--- config.mk ---
export PLATFORM = sky130hd
export DESIGN_NAME = axi_lite_gpio_slave
export DESIGN_NICKNAME = d
export VERILOG_FILES = /design/src/rtl/axi_lite_gpio_slave.sv
export SDC_FILE = /design/constraint.sdc
export NUM_CORES = 1
export LEC_CHECK = 0
export ABC_AREA = 1
export CORE_MARGIN = 2
export CORE_UTILIZATION = 45
export CTS_CLUSTER_SIZE = 12
export DETAILED_ROUTE_END_ITERATION = 8
export GPL_ROUTABILITY_DRIVEN = 0
export PLACE_DENSITY = 0.68
export SLEW_MARGIN = 20
export SYNTH_ARGS = -nofsm -noshare
export SYNTH_HDL_FRONTEND = slang
export SYNTH_SLANG_ARGS = --single-unit
export TNS_END_PERCENT = 5
--- constraint.sdc ---
create_clock -name clk -period 15.2 [get_ports clk]
set_input_delay 3.04 -clock clk [delete_from_list [all_inputs] [get_ports clk]]
set_output_delay 3.04 -clock clk [all_outputs]
set_load 0.005 [all_outputs]
--- src/rtl/axi_lite_gpio_slave.sv ---
// rtl/axi_lite_gpio_slave.sv - AXI4-Lite GPIO register slave with input-change interrupt
//
// Purpose: terminates an AXI4-Lite bus and exposes four 32-bit registers:
//   0x0 DATA (read: per bit tri ? synced pin : output latch), 0x4 TRI,
//   0x8 IER (bit0 global enable, bit1 change enable), 0xC ISR (bit0 pending, W1C).
//   Offsets at or above 0x10 answer SLVERR, are not written and read as zero.
// Ports:
//   clk, rst              clock and asynchronous active-high reset
//   s_axi_aw*/w*/b*       write address, write data and write response channels
//   s_axi_ar*/r*          read address and read data channels
//   gpio_i                asynchronous pin inputs
//   gpio_o, gpio_t        output data and tri-state enables (1 = high-Z / input)
//   irq                   registered level interrupt
module axi_lite_gpio_slave #(
    parameter int          C_S_AXI_ADDR_WIDTH = 9,
    parameter int          C_S_AXI_DATA_WIDTH = 32,
    parameter int          C_GPIO_WIDTH       = 32,
    parameter logic [31:0] C_DOUT_DEFAULT     = 32'h0,
    parameter logic [31:0] C_TRI_DEFAULT      = 32'hFFFF_FFFF
) (
    input  logic                              clk,
    input  logic                              rst,
    input  logic [C_S_AXI_ADDR_WIDTH-1:0]     s_axi_awaddr,
    input  logic                              s_axi_awvalid,
    output logic                              s_axi_awready,
    input  logic [C_S_AXI_DATA_WIDTH-1:0]     s_axi_wdata,
    input  logic [C_S_AXI_DATA_WIDTH/8-1:0]   s_axi_wstrb,
    input  logic                              s_axi_wvalid,
    output logic                              s_axi_wready,
    output logic [1:0]                        s_axi_bresp,
    output logic                              s_axi_bvalid,
    input  logic                              s_axi_bready,
    input  logic [C_S_AXI_ADDR_WIDTH-1:0]     s_axi_araddr,
    input  logic                              s_axi_arvalid,
    output logic                              s_axi_arready,
    output logic [C_S_AXI_DATA_WIDTH-1:0]     s_axi_rdata,
    output logic [1:0]                        s_axi_rresp,
    output logic                              s_axi_rvalid,
    input  logic                              s_axi_rready,
    input  logic [C_GPIO_WIDTH-1:0]           gpio_i,
    output logic [C_GPIO_WIDTH-1:0]           gpio_o,
    output logic [C_GPIO_WIDTH-1:0]           gpio_t,
    output logic                              irq
);

    localparam int AW = C_S_AXI_ADDR_WIDTH;
    localparam int DW = C_S_AXI_DATA_WIDTH;
    localparam int GW = C_GPIO_WIDTH;

    localparam logic [1:0] RESP_OKAY   = 2'b00;
    localparam logic [1:0] RESP_SLVERR = 2'b10;

    typedef enum logic { W_IDLE, W_RESP } w_state_t;
    typedef enum logic { R_IDLE, R_DATA } r_state_t;

    w_state_t w_state, w_state_next;
    r_state_t r_state, r_state_next;

    logic            aw_held, w_held;
    logic [AW-1:0]   awaddr_q;
    logic [DW-1:0]   wdata_q;
    logic [DW/8-1:0] wstrb_q;

    logic [GW-1:0]   dout, tri_reg;
    logic [GW-1:0]   sync1, sync2, prev;
    logic [1:0]      ier;
    logic            isr;

    logic aw_hs, w_hs, ar_hs;
    logic do_write, wr_ok, rd_ok;
    logic [DW-1:0] wr_old, wr_merged, rd_val;
    logic isr_clear, gpio_change;
    logic unused_addr_bits;

    assign aw_hs = s_axi_awvalid & s_axi_awready;
    assign w_hs  = s_axi_wvalid & s_axi_wready;
    assign ar_hs = s_axi_arvalid & s_axi_arready;

    // The register update happens the cycle after both halves are held.
    assign do_write = (w_state == W_IDLE) & aw_held & w_held;
    assign wr_ok    = (awaddr_q[AW-1:4] == '0);
    assign rd_ok    = (s_axi_araddr[AW-1:4] == '0);

    // Byte-lane addresses are ignored; accesses are word-wide.
    assign unused_addr_bits = ^{awaddr_q[1:0], s_axi_araddr[1:0]};

    assign gpio_o = dout;
    assign gpio_t = tri_reg;

    // ---------------------------------------------------------------- FSMs
    always_ff @(posedge clk or posedge rst) begin
        if (rst) begin
            w_state <= W_IDLE;
            r_state <= R_IDLE;
        end else begin
            w_state <= w_state_next;
            r_state <= r_state_next;
        end
    end

    always_comb begin
        w_state_next = w_state;
        case (w_state)
            W_IDLE:  if (aw_held && w_held) w_state_next = W_RESP;
            W_RESP:  if (s_axi_bready)      w_state_next = W_IDLE;
            default: w_state_next = W_IDLE;
        endcase
    end

    always_comb begin
        r_state_next = r_state;
        case (r_state)
            R_IDLE:  if (ar_hs)        r_state_next = R_DATA;
            R_DATA:  if (s_axi_rready) r_state_next = R_IDLE;
            default: r_state_next = R_IDLE;
        endcase
    end

    // ------------------------------------------------------- write channel
    always_ff @(posedge clk or posedge rst) begin
        if (rst) begin
            aw_held       <= 1'b0;
            w_held        <= 1'b0;
            awaddr_q      <= '0;
            wdata_q       <= '0;
            wstrb_q       <= '0;
            s_axi_awready <= 1'b0;
            s_axi_wready  <= 1'b0;
            s_axi_bvalid  <= 1'b0;
            s_axi_bresp   <= RESP_OKAY;
        end else begin
            case (w_state)
                W_IDLE: begin
                    // Ready rises on the first idle cycle and stays up until its own handshake.
                    if (aw_hs) begin
                        aw_held       <= 1'b1;
                        awaddr_q      <= s_axi_awaddr;
                        s_axi_awready <= 1'b0;
                    end else if (!aw_held) begin
                        s_axi_awready <= 1'b1;
                    end
                    if (w_hs) begin
                        w_held       <= 1'b1;
                        wdata_q      <= s_axi_wdata;
                        wstrb_q      <= s_axi_wstrb;
                        s_axi_wready <= 1'b0;
                    end else if (!w_held) begin
                        s_axi_wready <= 1'b1;
                    end
                    if (aw_held && w_held) begin
                        s_axi_bvalid <= 1'b1;
                        s_axi_bresp  <= wr_ok ? RESP_OKAY : RESP_SLVERR;
                    end
                end
                W_RESP: begin
                    if (s_axi_bready) begin
                        s_axi_bvalid  <= 1'b0;
                        s_axi_bresp   <= RESP_OKAY;
                        aw_held       <= 1'b0;
                        w_held        <= 1'b0;
                        s_axi_awready <= 1'b1;
                        s_axi_wready  <= 1'b1;
                    end
                end
                default: ;
            endcase
        end
    end

    // Current contents of the addressed register, then byte-strobe merge.
    always_comb begin
        wr_old = '0;
        case (awaddr_q[3:2])
            2'd0:    wr_old[GW-1:0] = dout;
            2'd1:    wr_old[GW-1:0] = tri_reg;
            2'd2:    wr_old[1:0]    = ier;
            default: wr_old[0]      = isr;
        endcase
        wr_merged = wr_old;
        for (int i = 0; i < DW/8; i++) begin
            if (wstrb_q[i]) wr_merged[8*i +: 8] = wdata_q[8*i +: 8];
        end
    end

    assign isr_clear = do_write & wr_ok & (awaddr_q[3:2] == 2'd3) & wstrb_q[0] & wdata_q[0];

    // --------------------------------------------------------- registers
    always_ff @(posedge clk or posedge rst) begin
        if (rst) begin
            dout    <= C_DOUT_DEFAULT[GW-1:0];
            tri_reg <= C_TRI_DEFAULT[GW-1:0];
            ier     <= 2'b00;
        end else if (do_write && wr_ok) begin
            case (awaddr_q[3:2])
                2'd0:    dout    <= wr_merged[GW-1:0];
                2'd1:    tri_reg <= wr_merged[GW-1:0];
                2'd2:    ier     <= wr_merged[1:0];
                default: ;
            endcase
        end
    end

    // Only pins configured as inputs may raise a change event.
    assign gpio_change = |((sync2 ^ prev) & tri_reg);

    always_ff @(posedge clk or posedge rst) begin
        if (rst) begin
            sync1 <= '0;
            sync2 <= '0;
            prev  <= '0;
            isr   <= 1'b0;
            irq   <= 1'b0;
        end else begin
            sync1 <= gpio_i;
            sync2 <= sync1;
            prev  <= sync2;
            // A fresh change event wins over a simultaneous write-1-to-clear.
            if (gpio_change)
                isr <= 1'b1;
            else if (isr_clear)
                isr <= 1'b0;
            irq <= ier[0] & ier[1] & isr;
        end
    end

    // -------------------------------------------------------- read channel
    always_comb begin
        rd_val = '0;
        case (s_axi_araddr[3:2])
            2'd0:    rd_val[GW-1:0] = (tri_reg & sync2) | (~tri_reg & dout);
            2'd1:    rd_val[GW-1:0] = tri_reg;
            2'd2:    rd_val[1:0]    = ier;
            default: rd_val[0]      = isr;
        endcase
        if (!rd_ok) rd_val = '0;
    end

    always_ff @(posedge clk or posedge rst) begin
        if (rst) begin
            s_axi_arready <= 1'b0;
            s_axi_rvalid  <= 1'b0;
            s_axi_rdata   <= '0;
            s_axi_rresp   <= RESP_OKAY;
        end else begin
            case (r_state)
                R_IDLE: begin
                    if (ar_hs) begin
                        s_axi_arready <= 1'b0;
                        s_axi_rvalid  <= 1'b1;
                        s_axi_rdata   <= rd_val;
                        s_axi_rresp   <= rd_ok ? RESP_OKAY : RESP_SLVERR;
                    end else begin
                        s_axi_arready <= 1'b1;
                    end
                end
                R_DATA: begin
                    if (s_axi_rready) begin
                        s_axi_rvalid  <= 1'b0;
                        s_axi_arready <= 1'b1;
                    end
                end
                default: ;
            endcase
        end
    end

endmodule

# Word level (Yosys, flattened, before mapping)
# Cells that the tools add are included.
# word_totals
input_bits	93
ramBits	0
memories	0
romBits	0
latchBits	0
regBits	254
output_inout_bits	106
# classes
n_bitwise	19
mux	44
multipliers	0
n_reduce_logical	20
addsub	0
n_shift	0
n_div	0
eq_ne	13
n_lt_le_gt_ge	0
# op_table
operator	n
$pmux W30 S2	2
$and A32 B32 Y32	3
$mux W32	1
$mux W8	4
$not A32 Y32	1
$or A32 B32 Y32	1
$reduce_or A32 Y1	1
$xor A32 B32 Y32	1
$reduce_and A2 Y1	12
$pmux W1 S2	11
$mux W1	19
$and A1 B1 Y1	11
$logic_not A5 Y1	2
$ne A2 B2 Y1 const B	5
$mux W2	4
$eq A2 B2 Y1 const B	3
$ne A3 B3 Y1 const B	2
$pmux W1 S3	2
$eq A2 B1 Y1 const B	2
$logic_not A2 Y1	2
$pmux W2 S2	1
$logic_and A1 B1 Y1	2
$ne A2 B1 Y1 const B	1
$not A1 Y1	2
$reduce_bool A2 Y1	1

# Logic depth before layout (Yosys ltp)
# Gate-level depths: netlist (run 1).
# logic_depth
depth_word	9
depth_mapped	9
ltp_nobuf	8

# Least setup slack after synthesis (run 1)
# OpenSTA, ideal clock, no wires.
# synth_timing
kind	input-to-reg
start	in s_axi_araddr[5]
end	reg s_axi_rdata[12]
path_slack_ps	11245
arrival_ps	3881
path_stages	7
setup_ps	74
n_path_buf	1
required_ps	15126
path_cell_list	or2_1 -> nor2_1 -> nand2_1 -> nor2_2 -> nand2_2 -> buf_6 -> o21ai_2
# synth_via
elab_chain_len	2
# synth_lines
item	line_no	rtl
start: declaration	33	input logic [C_S_AXI_ADDR_WIDTH-1:0] s_axi_araddr,
$logic_not A5 Y1	82	assign rd_ok = (s_axi_araddr[AW-1:4] == '0);
$mux W32	235	if (!rd_ok) rd_val = '0;
end signal: assignment	250	s_axi_rdata <= rd_val;
end: declaration	36	output logic [C_S_AXI_DATA_WIDTH-1:0] s_axi_rdata,
# No other way between the ends.
# A chain may end at the register's enable or synchronous reset.

# Final worst setup path (run 1)
# layout_timing
start	in s_axi_arvalid
end	reg s_axi_rdata[22]
# layout_via
elab_chain_len	2
# layout_lines
item	line_no	rtl
start: declaration	34	input logic s_axi_arvalid,
$and A1 B1 Y1	77	assign ar_hs = s_axi_arvalid & s_axi_arready;
$reduce_and A2 Y1 (no line)	-	
# No other way between the ends.

==> run summary, run 1 <==
routed len/inst: 17.7 µm
cell taking the most area after synthesis: dfrtp_1
Yosys reg bits: 250
VDD IR max: 81.7 µV
area of the core: 22600 µm²
Clock Tree Root: clkbuf_16
Clk Latency, worst-skew pair: 530 ps
Final Cycle Share: 36.0%
# hold bufs at CTS: 0
diodes inserted: 0
final hold violations: 0
GRT Total Usage: 22.9%
Final ANT Viol Nets: 0
Die Ht: 156 µm
final net count: 1350
r2r setup slk: 12080 ps
Pwr Total: 1.94 mW
worst r2r src: awaddr_q[3]$_DFFE_PP0P_
final-layout fill cell count: 1969
Site Rows: 55
clock sinks: 250
DP Area: 12400 µm²
drc violations: 0
Synth Cell Area: 10400 µm²
Area Overhead vs Synth: 27.8%
Total Wirelength: 27600 µm
clock skew: 14.4 ps
via/cell ratio: 5.21
sequential share of the synthesized area: 60.5%
CP Launch Type: input port
fmax: 183 MHz
crit end category: flop
CP Max Fanout: 35
CP startpoint: s_axi_arvalid
I/O Buffers: 192
Gate Count Post-Synth: 1072
Pwr Density: 146 nW/µm²
design area: 13300 µm²
post-CTS sizing: 0
Detail Placement HPWL: 17400 µm
Syn Area/Cell: 9.70 µm²
minimum clock period: 5470 ps
largest net degree at the start of global routing: 114
Initial Utilization: 46.0%
Most used DFF post-synth: dfrtp_1
max-slew violation count: 0
initial antenna violation count: 1
RSZ-0062 raised after global routing: no
Synth top area share: 52.4%
clk buf depth: 3
Crit Path Class: in -> reg
layout cell share with drive strength beyond 1: 13.2%
number of synthesized flops with an enable pin: 0
synth unique cells: 35
CP endpoint: s_axi_rdata[22]$_DFFE_PP0P_
first-pass GRT wire length: 43600 µm
htree depth: 1
vias in the first global route: 7923
total CTS buffers: 27
Ys Warns: 0
CTS tree: yes
via count: 8110
hold crit path type: reg -> reg
Reg clk slew, reported paths: 60 ps
most common cell in the synthesized netlist: nand2_1
reg-to-reg endpoint: gpio_t[29]$_DFFE_PP1P_
DRT iter0 DRCs: 484
outcome: complete, no violations
number of I/O pins: 199
worst setup margin: 9730 ps
worst path arrival time: 5900 ps
top post-synthesis cells by area: dfrtp_1, nand2_1, dfstp_2, a21oi_1, mux2_2
relative slew slack: 23.2%
Remaining Overflow, GRT: 0
commonest cells in the netlist: nand2_1, dfrtp_1, a21oi_1, inv_1, nor2_1
ys async rst share: 100%
Reg2Reg Depth: 6
slew at the pin with the worst max-slew slack: 1150 ps
critical path required time: 15630 ps
final setup vio count: 0
Setup WS pre-CTS: 9120 ps
Post-CTS Setup Repair Bufs: 0
Die Span X: 156 µm
Pre-antenna DRT Iters: 5
Leakage: 5.97 nW
MaxCap Viol Count: 0
setup_tns: 0 ps
DIE AREA: 24400 µm²
worst min path at each step:
stage	start	to	cells past startpoint
after detailed placement	sync1[20]$_DFF_PP0_	sync2[20]$_DFF_PP0_	0
after global routing	sync1[24]$_DFF_PP0_	sync2[24]$_DFF_PP0_	0
after floorplan	sync1[0]$_DFF_PP0_	sync2[0]$_DFF_PP0_	0
after CTS	sync1[30]$_DFF_PP0_	sync2[30]$_DFF_PP0_	0
after global placement	sync1[26]$_DFF_PP0_	sync2[26]$_DFF_PP0_	0
final	sync1[30]$_DFF_PP0_	sync2[30]$_DFF_PP0_	0
layout make-up:
cell class              count  area [µm²]  share of cell area (%)
multi-input cells         687        3470                    26.1
flip-flops and latches    250        6300                    47.4
repair buffers            199        1990                    14.9
well taps                 285         357                    2.68
inverters                  88         338                    2.54
clock buffers              41         768                    5.78
clock inverters             8        71.3                   0.537
per-layer routing:
metal	part of all wire, %	vias to the layer above	track usage [%]	wire, µm
met5	0.044	-	0	12
met4	2.9	2	5.55	800
met3	7.0	63	5.19	1940
met2	47	273	37.9	12900
met1	43	3926	30.9	11900
li1	-	3846	-	-
worst max-delay path, stage by stage:
cell,delay (ps)
clkdlybuf4s50_1,470
nand3_2,820
nor2_2,470
nand2_2,690
o21ai_1,390
registers in the layout (all words and copies together), names as in the netlist, 2 cells and up:
signal	count
wdata_q	32
gpio_o	32
gpio_t	32
awaddr_q	7
prev	32
s_axi_rdata	32
ier	2
wstrb_q	4
sync2	32
sync1	32
cells by family after synthesis:
| logic type | synth area share, % |
|---|---|
| AOI/OAI and AO/OA | 13.0 |
| adders and majority gates | 0.481 |
| buffers and inverters | 6.12 |
| DFF | 60.5 |
| muxes | 3.68 |
| other | 0.0360 |
| and+or+nand+nor | 16.2 |
layout by cell type, fill, tap and decap left out, types with 19 or more instances in the layout:
cell type        count
nand2_1            290
dfrtp_1            218
clkdlybuf4s50_1    192
a21oi_1             95
inv_1               82
nor2_1              68
o21ai_0             60
mux2_2              34
dfstp_2             32
nand3_1             31
clkbuf_16           27
o21ai_1             24
a31o_2              19
o21ai_2             19
metrics by stage:
| step | hold WS [ps] | cells | utilization (%) |
|---|---|---|---|
| after floorplan | 331 | 1073 | - |
| after global placement | 332 | 1508 | 54.9 |
| after detailed placement | 335 | 1508 | 54.9 |
| after CTS | 346 | 1557 | 58.6 |
| after global routing | 356 | 1558 | 58.7 |
| final | 344 | 1558 | 58.7 |
power by group:
group	total (mW)	internal [mW]	switching (mW)
clock network	0.621	0.364	0.257
registers	0.861	0.776	0.0854
logic	0.461	0.194	0.267
Power figures use the tool's default switching activity.
==> run 2: changes to the inputs <==
--- a/config.mk
+++ b/config.mk
@@ -11,7 +11,7 @@
 export CTS_CLUSTER_SIZE = 12
 export DETAILED_ROUTE_END_ITERATION = 8
 export GPL_ROUTABILITY_DRIVEN = 0
-export PLACE_DENSITY = 0.68
+export PLACE_DENSITY = 0.7
 export SLEW_MARGIN = 20
 export SYNTH_ARGS = -nofsm -noshare
 export SYNTH_HDL_FRONTEND = slang
==> constraint.sdc (replaced) <==
create_clock -name clk -period 4.8 [get_ports clk]
set_input_delay 0.96 -clock clk [delete_from_list [all_inputs] [get_ports clk]]
set_output_delay 0.96 -clock clk [all_outputs]
set_load 0.005 [all_outputs]
==> run 2 against run 1 <==
  * Critical path depth is 1 higher
  * Hold slack improved by 2.2 ps
  * Sequential cell count unchanged
  * Total power rose to 3.2 times the previous value
  * Wire length up 0.49%
  * Design area up 0.73%
  * First-iteration DRC count fell by 0.83%
  * Core utilization increased by 0.43 points
==> run summary, run 2 (synthesis gave the netlist of run 1 again) <==
first-pass GRT wire length: 43400 µm (-0.49%)
Pwr Density: 468 nW/µm² (+220%)
Area Overhead vs Synth: 28.7%
final net count: 1352 (+0.15%)
met1 WL: 12000 µm (+0.38%)
worst path arrival time: 3450 ps (-2450 ps)
post-CTS sizing: 0 (unchanged)
I/O Buffers: 192 (unchanged)
CTS tree: yes
Detail Placement HPWL: 17700 µm (+1.4%)
total CTS buffers: 27 (unchanged)
CP max-delay cell: nor2_4
final-layout fill cell count: 1902 (-3.4%)
Pwr Total: 6.26 mW (+220%)
design area: 13400 µm² (+0.73%)
crit end category: flop
Post-CTS Setup Repair Bufs: 0 (unchanged)
Total Wirelength: 27700 µm (+0.49%)
slew at the pin with the worst max-slew slack: 1120 ps (-24.7 ps)
DRT iter0 DRCs: 480 (-0.83%)
Clock Tree Root: clkbuf_16
Crit Path Class: reg -> reg
final setup vio count: 0 (unchanged)
routed len/inst: 17.8 µm (+0.30%)
VDD IR max: 335 µV (+310%)
Die Span X: 156 µm (unchanged)
critical path required time: 5200 ps (-10430 ps)
RSZ-0062 raised after global routing: no
fmax: 328 MHz
Largest stage delay, worst path: 1040 ps (+220 ps)
max-slew violation count: 0 (unchanged)
DP Area: 12500 µm² (+0.39%)
htree depth: 1 (unchanged)
area of the core: 22600 µm² (unchanged)
final hold violations: 0 (unchanged)
largest net degree at the start of global routing: 90 (-21%)
setup_tns: 0 ps (unchanged)
critical path's most frequent cell: inv_1
CP Max Fanout: 39 (+11%)
Pre-antenna DRT Iters: 5 (unchanged)
Final Cycle Share: 63.5%
most frequent cells in the layout: nand2_1, dfrtp_1, clkdlybuf4s50_1
Site Rows: 55 (unchanged)
Remaining Overflow, GRT: 0 (unchanged)
initial antenna violation count: 0 (-1)
Die Ht: 156 µm (unchanged)
hold crit path type: reg -> reg
# hold bufs at CTS: 0 (unchanged)
Initial Utilization: 46.0% (unchanged)
commonest non-fill, non-tap cell in the layout: nand2_1
drc violations: 0 (unchanged)
Worst Hold Slack: 346 ps (+2.20 ps)
CP cell instances: inv_1 > ha_1 > buf_4 > inv_1 > nor2_4 > o21ai_0
top sig layer: met4
met3 wire len: 2370 µm (+22%)
MaxCap Viol Count: 0 (unchanged)
clock skew: 8.93 ps (-5.42 ps)
met2 routed WL: 12800 µm (-0.91%)
crit-path leading delay family: buffers and inverters
Clk Latency, worst-skew pair: 520 ps (about the same)
Reg clk slew, reported paths: 60 ps (about the same)
GRT Total Usage: 22.8% (-0.13 points)
CP bufs+invs: 3 (+2)
CP Launch Type: flop
via/cell ratio: 5.21 (about the same)
layout cell share with drive strength beyond 1: 13.3% (+0.14 points)
clock sinks: 250 (unchanged)
minimum clock period: 3050 ps
vias in the first global route: 7968 (+0.57%)
via count: 8131 (+0.26%)
DIE AREA: 24400 µm² (unchanged)
clk buf depth: 3 (unchanged)
Leakage: 6.01 nW (+0.61%)
Final ANT Viol Nets: 0 (unchanged)
outcome: complete, no violations
relative slew slack: 24.9% (+1.6 points)
number of I/O pins: 199 (unchanged)
## run 2: area by class of cell
class	count	area, µm²	share of cell area, %
Multi-Input combinational cell	687	3470	26.0
Tap cell	285	357	2.66
Inverter	88	334	2.50
Antenna cell	1	2.50	0.0187
Timing Repair Buffer	201	2050	15.3
Sequential cell	250	6300	47.0
Clock buffer	43	796	5.94
Clock inverter	6	82.6	0.617
## run 2: worst paths after layout
kind / from / end / slack, ps / cells past startpoint
hold reg to reg: sync1[13]$_DFF_PP0_ / sync2[13]$_DFF_PP0_ / 350 / 0
setup / recovery: awaddr_q[3]$_DFFE_PP0P_ / gpio_t[17]$_DFFE_PP1P_ / 1750 / 6
max in group asynchronous: rst / gpio_t[6]$_DFFE_PP1P_ / 2950 / 3
min in group asynchronous: rst / sync2[19]$_DFF_PP0_ / 930 / 2
setup reg to reg: awaddr_q[3]$_DFFE_PP0P_ / gpio_t[17]$_DFFE_PP1P_ / 1750 / 6
hold / removal: sync1[13]$_DFF_PP0_ / sync2[13]$_DFF_PP0_ / 350 / 0
## run 2: metal layers
layer | up-vias | global-route usage [%]
met4 | 0 | 5.24
met5 | - | 0
met1 | 3923 | 31.8
li1 | 3853 | -
met2 | 312 | 36.6
met3 | 43 | 5.14
## run 2: through the flow
| step | instances | utilization [%] | worst slack, ps |
|---|---|---|---|
| finish | 1561 | 59.1 | 1750 |
| floorplan | 1073 | - | 578 |
| detailed placement | 1510 | 55.1 | 1590 |
| CTS | 1559 | 59.0 | 1780 |
| global route | 1560 | 59.1 | 1610 |
| global placement | 1510 | 55.1 | 1630 |
## run 2: report_power, final
part	switching (mW)	internal, mW	total (mW)
Clock	0.818	1.24	2.05
Combinational	0.849	0.622	1.47
Sequential	0.278	2.46	2.74
==> run 3: changes to the inputs <==
--- a/config.mk
+++ b/config.mk
@@ -11,7 +11,7 @@
 export CTS_CLUSTER_SIZE = 12
 export DETAILED_ROUTE_END_ITERATION = 8
 export GPL_ROUTABILITY_DRIVEN = 0
-export PLACE_DENSITY = 0.7
+export PLACE_DENSITY = 0.68
 export SLEW_MARGIN = 20
 export SYNTH_ARGS = -nofsm -noshare
 export SYNTH_HDL_FRONTEND = slang
==> constraint.sdc (replaced) <==
create_clock -name clk -period 3.05 [get_ports clk]
set_input_delay 0.61 -clock clk [delete_from_list [all_inputs] [get_ports clk]]
set_output_delay 0.61 -clock clk [all_outputs]
set_load 0.005 [all_outputs]
==> run 3 against run 2 <==
  * Sequential power up 57%
  * Critical endpoint is now gpio_t[0]
  * Final cell count up 0.90%
  * Non-clock buffer count rose by 11
  * Die area did not move
  * Design area grew 1.4%
==> run summary, run 3 (synthesis gave the netlist of run 1 again) <==
Site Rows: 55 (unchanged)
final net count: 1364 (+0.89%)
Pre-antenna DRT Iters: 5 (unchanged)
Pwr Density: 729 nW/µm² (+56%)
layout cell share with drive strength beyond 1: 14.5% (+1.2 points)
clock skew: 10.7 ps (+1.80 ps)
area of the core: 22600 µm² (unchanged)
CP Launch Type: flop
CTS tree: yes
post-CTS sizing: 0 (unchanged)
crit end category: output port
CP max-delay cell: dfstp_2
Area Overhead vs Synth: 30.5%
I/O Buffers: 192 (unchanged)
Reg clk slew, reported paths: 60 ps (about the same)
number of I/O pins: 199 (unchanged)
Reg2Reg Depth: 7 (+1)
Clock Tree Root: clkbuf_16
clock sinks: 250 (unchanged)
Worst Hold Slack: 345 ps (-1.04 ps)
Initial Utilization: 46.0% (unchanged)
clk buf depth: 3 (unchanged)
worst path arrival time: 1700 ps (-1750 ps)
Largest stage delay, worst path: 620 ps (-420 ps)
via/cell ratio: 5.22 (+0.29%)
Pwr Total: 9.89 mW (+58%)
Hold Startpoint: sync1[23]$_DFF_PP0_
final setup vio count: 0 (unchanged)
relative slew slack: 41.1% (+16 points)
final-layout fill cell count: 1940 (+2.0%)
final hold violations: 0 (unchanged)
MaxCap Viol Count: 0 (unchanged)
vias in the first global route: 8194 (+2.8%)
setup_tns: 0 ps (unchanged)
Remaining Overflow, GRT: 0 (unchanged)
worst r2r src: awaddr_q[3]$_DFFE_PP0P_
CP startpoint: gpio_t[0]$_DFFE_PP1P_
Crit path depth: 1 (-5)
initial antenna violation count: 2 (+2)
Total Wirelength: 28200 µm (+1.7%)
CP Max Fanout: 7 (-82%)
Post-CTS Setup Repair Bufs: 0 (unchanged)
Detail Placement HPWL: 18400 µm (+4.2%)
# hold bufs at CTS: 0 (unchanged)
hold crit path type: reg -> reg
via count: 8228 (+1.2%)
Clk Latency, worst-skew pair: 540 ps (+20 ps)
routed len/inst: 17.9 µm (+0.77%)
Die Span X: 156 µm (unchanged)
first-pass GRT wire length: 45100 µm (+3.9%)
most frequent cells in the layout: nand2_1, dfrtp_1, clkdlybuf4s50_1
r2r setup slk: 830 ps (-920 ps)
total CTS buffers: 28 (+3.7%)
DIE AREA: 24400 µm² (unchanged)
Leakage: 6.11 nW (+1.7%)
crit-path leading delay family: flip-flops
htree depth: 1 (unchanged)
hold depth: 0 (unchanged)
drc violations: 0 (unchanged)
Final ANT Viol Nets: 0 (unchanged)
outcome: complete, no violations
largest net degree at the start of global routing: 67 (-26%)
max-slew violation count: 0 (unchanged)
CP cell instances: clkdlybuf4s50_1
DRT iter0 DRCs: 549 (+14%)
critical path required time: 2440 ps (-2760 ps)
reg-to-reg endpoint: gpio_o[27]$_DFFE_PP0P_
fmax: 433 MHz
minimum clock period: 2310 ps
commonest non-fill, non-tap cell in the layout: nand2_1
VDD IR max: 506 µV (+51%)
slew at the pin with the worst max-slew slack: 882 ps (-240 ps)
Final Cycle Share: 75.6%
Crit Path Class: reg -> out
RSZ-0062 raised after global routing: no
Min-Delay Endpoint: sync2[23]$_DFF_PP0_
fin util: 60.0% (+0.81 points)
CP bufs+invs: 1 (-2)
Die Ht: 156 µm (unchanged)
GRT Total Usage: 23.7% (+0.94 points)
[run 3: cell count changes in the layout (fill, tap and decap cells not counted), sizes merged]
cell    previous run  this run
clkinv             7        11
buf                9        20
inv               83        84
bufinv             2         0
[run 3: worst max path at each step]
stage,endpoint,slack (ps)
2_1_floorplan,aw_held$_DFFE_PP0P_,-820
3_3_place_gp,s_axi_rdata[1]$_DFFE_PP0P_,680
3_5_place_dp,s_axi_rdata[1]$_DFFE_PP0P_,630
4_1_cts,gpio_t[0],720
5_1_grt,gpio_o[13]$_DFFE_PP0P_,650
6_report,gpio_t[0],740
[run 3: layer usage]
metal	vias up	GRT usage [%]	share of wire (%)	routed length [µm]
met2	268	38.1	47	13300
li1	3893	-	-	-
met1	4017	33.2	44	12400
met4	2	5.77	2.0	553
met5	-	0	0.053	15
met3	48	5.03	6.8	1930
[run 3: area by class of cell]
cell class / count / area, µm² / share of cell area [%]
Antenna cell: 1 / 2.50 / 0.0184
Clock buffer: 43 / 837 / 6.17
Clock inverter: 9 / 62.6 / 0.461
Inverter: 88 / 334 / 2.46
Multi-Input combinational cell: 687 / 3470 / 25.6
Sequential cell: 250 / 6300 / 46.4
Tap cell: 285 / 357 / 2.63
Timing Repair Buffer: 212 / 2210 / 16.3
[run 3: per-stage QoR]
stage / instance area [µm²] / setup WS [ps] / instances
4_1_cts: 13600 / 720 / 1574
5_1_grt: 13600 / 648 / 1574
3_3_place_gp: 12700 / 676 / 1522
2_1_floorplan: 10400 / -822 / 1073
6_report: 13600 / 743 / 1575
3_5_place_dp: 12700 / 631 / 1522
[run 3: where the power goes]
group | switching, mW | total (mW) | internal, mW
Combinational | 1.37 | 2.38 | 1.01
Clock | 1.33 | 3.22 | 1.89
Sequential | 0.422 | 4.29 | 3.87
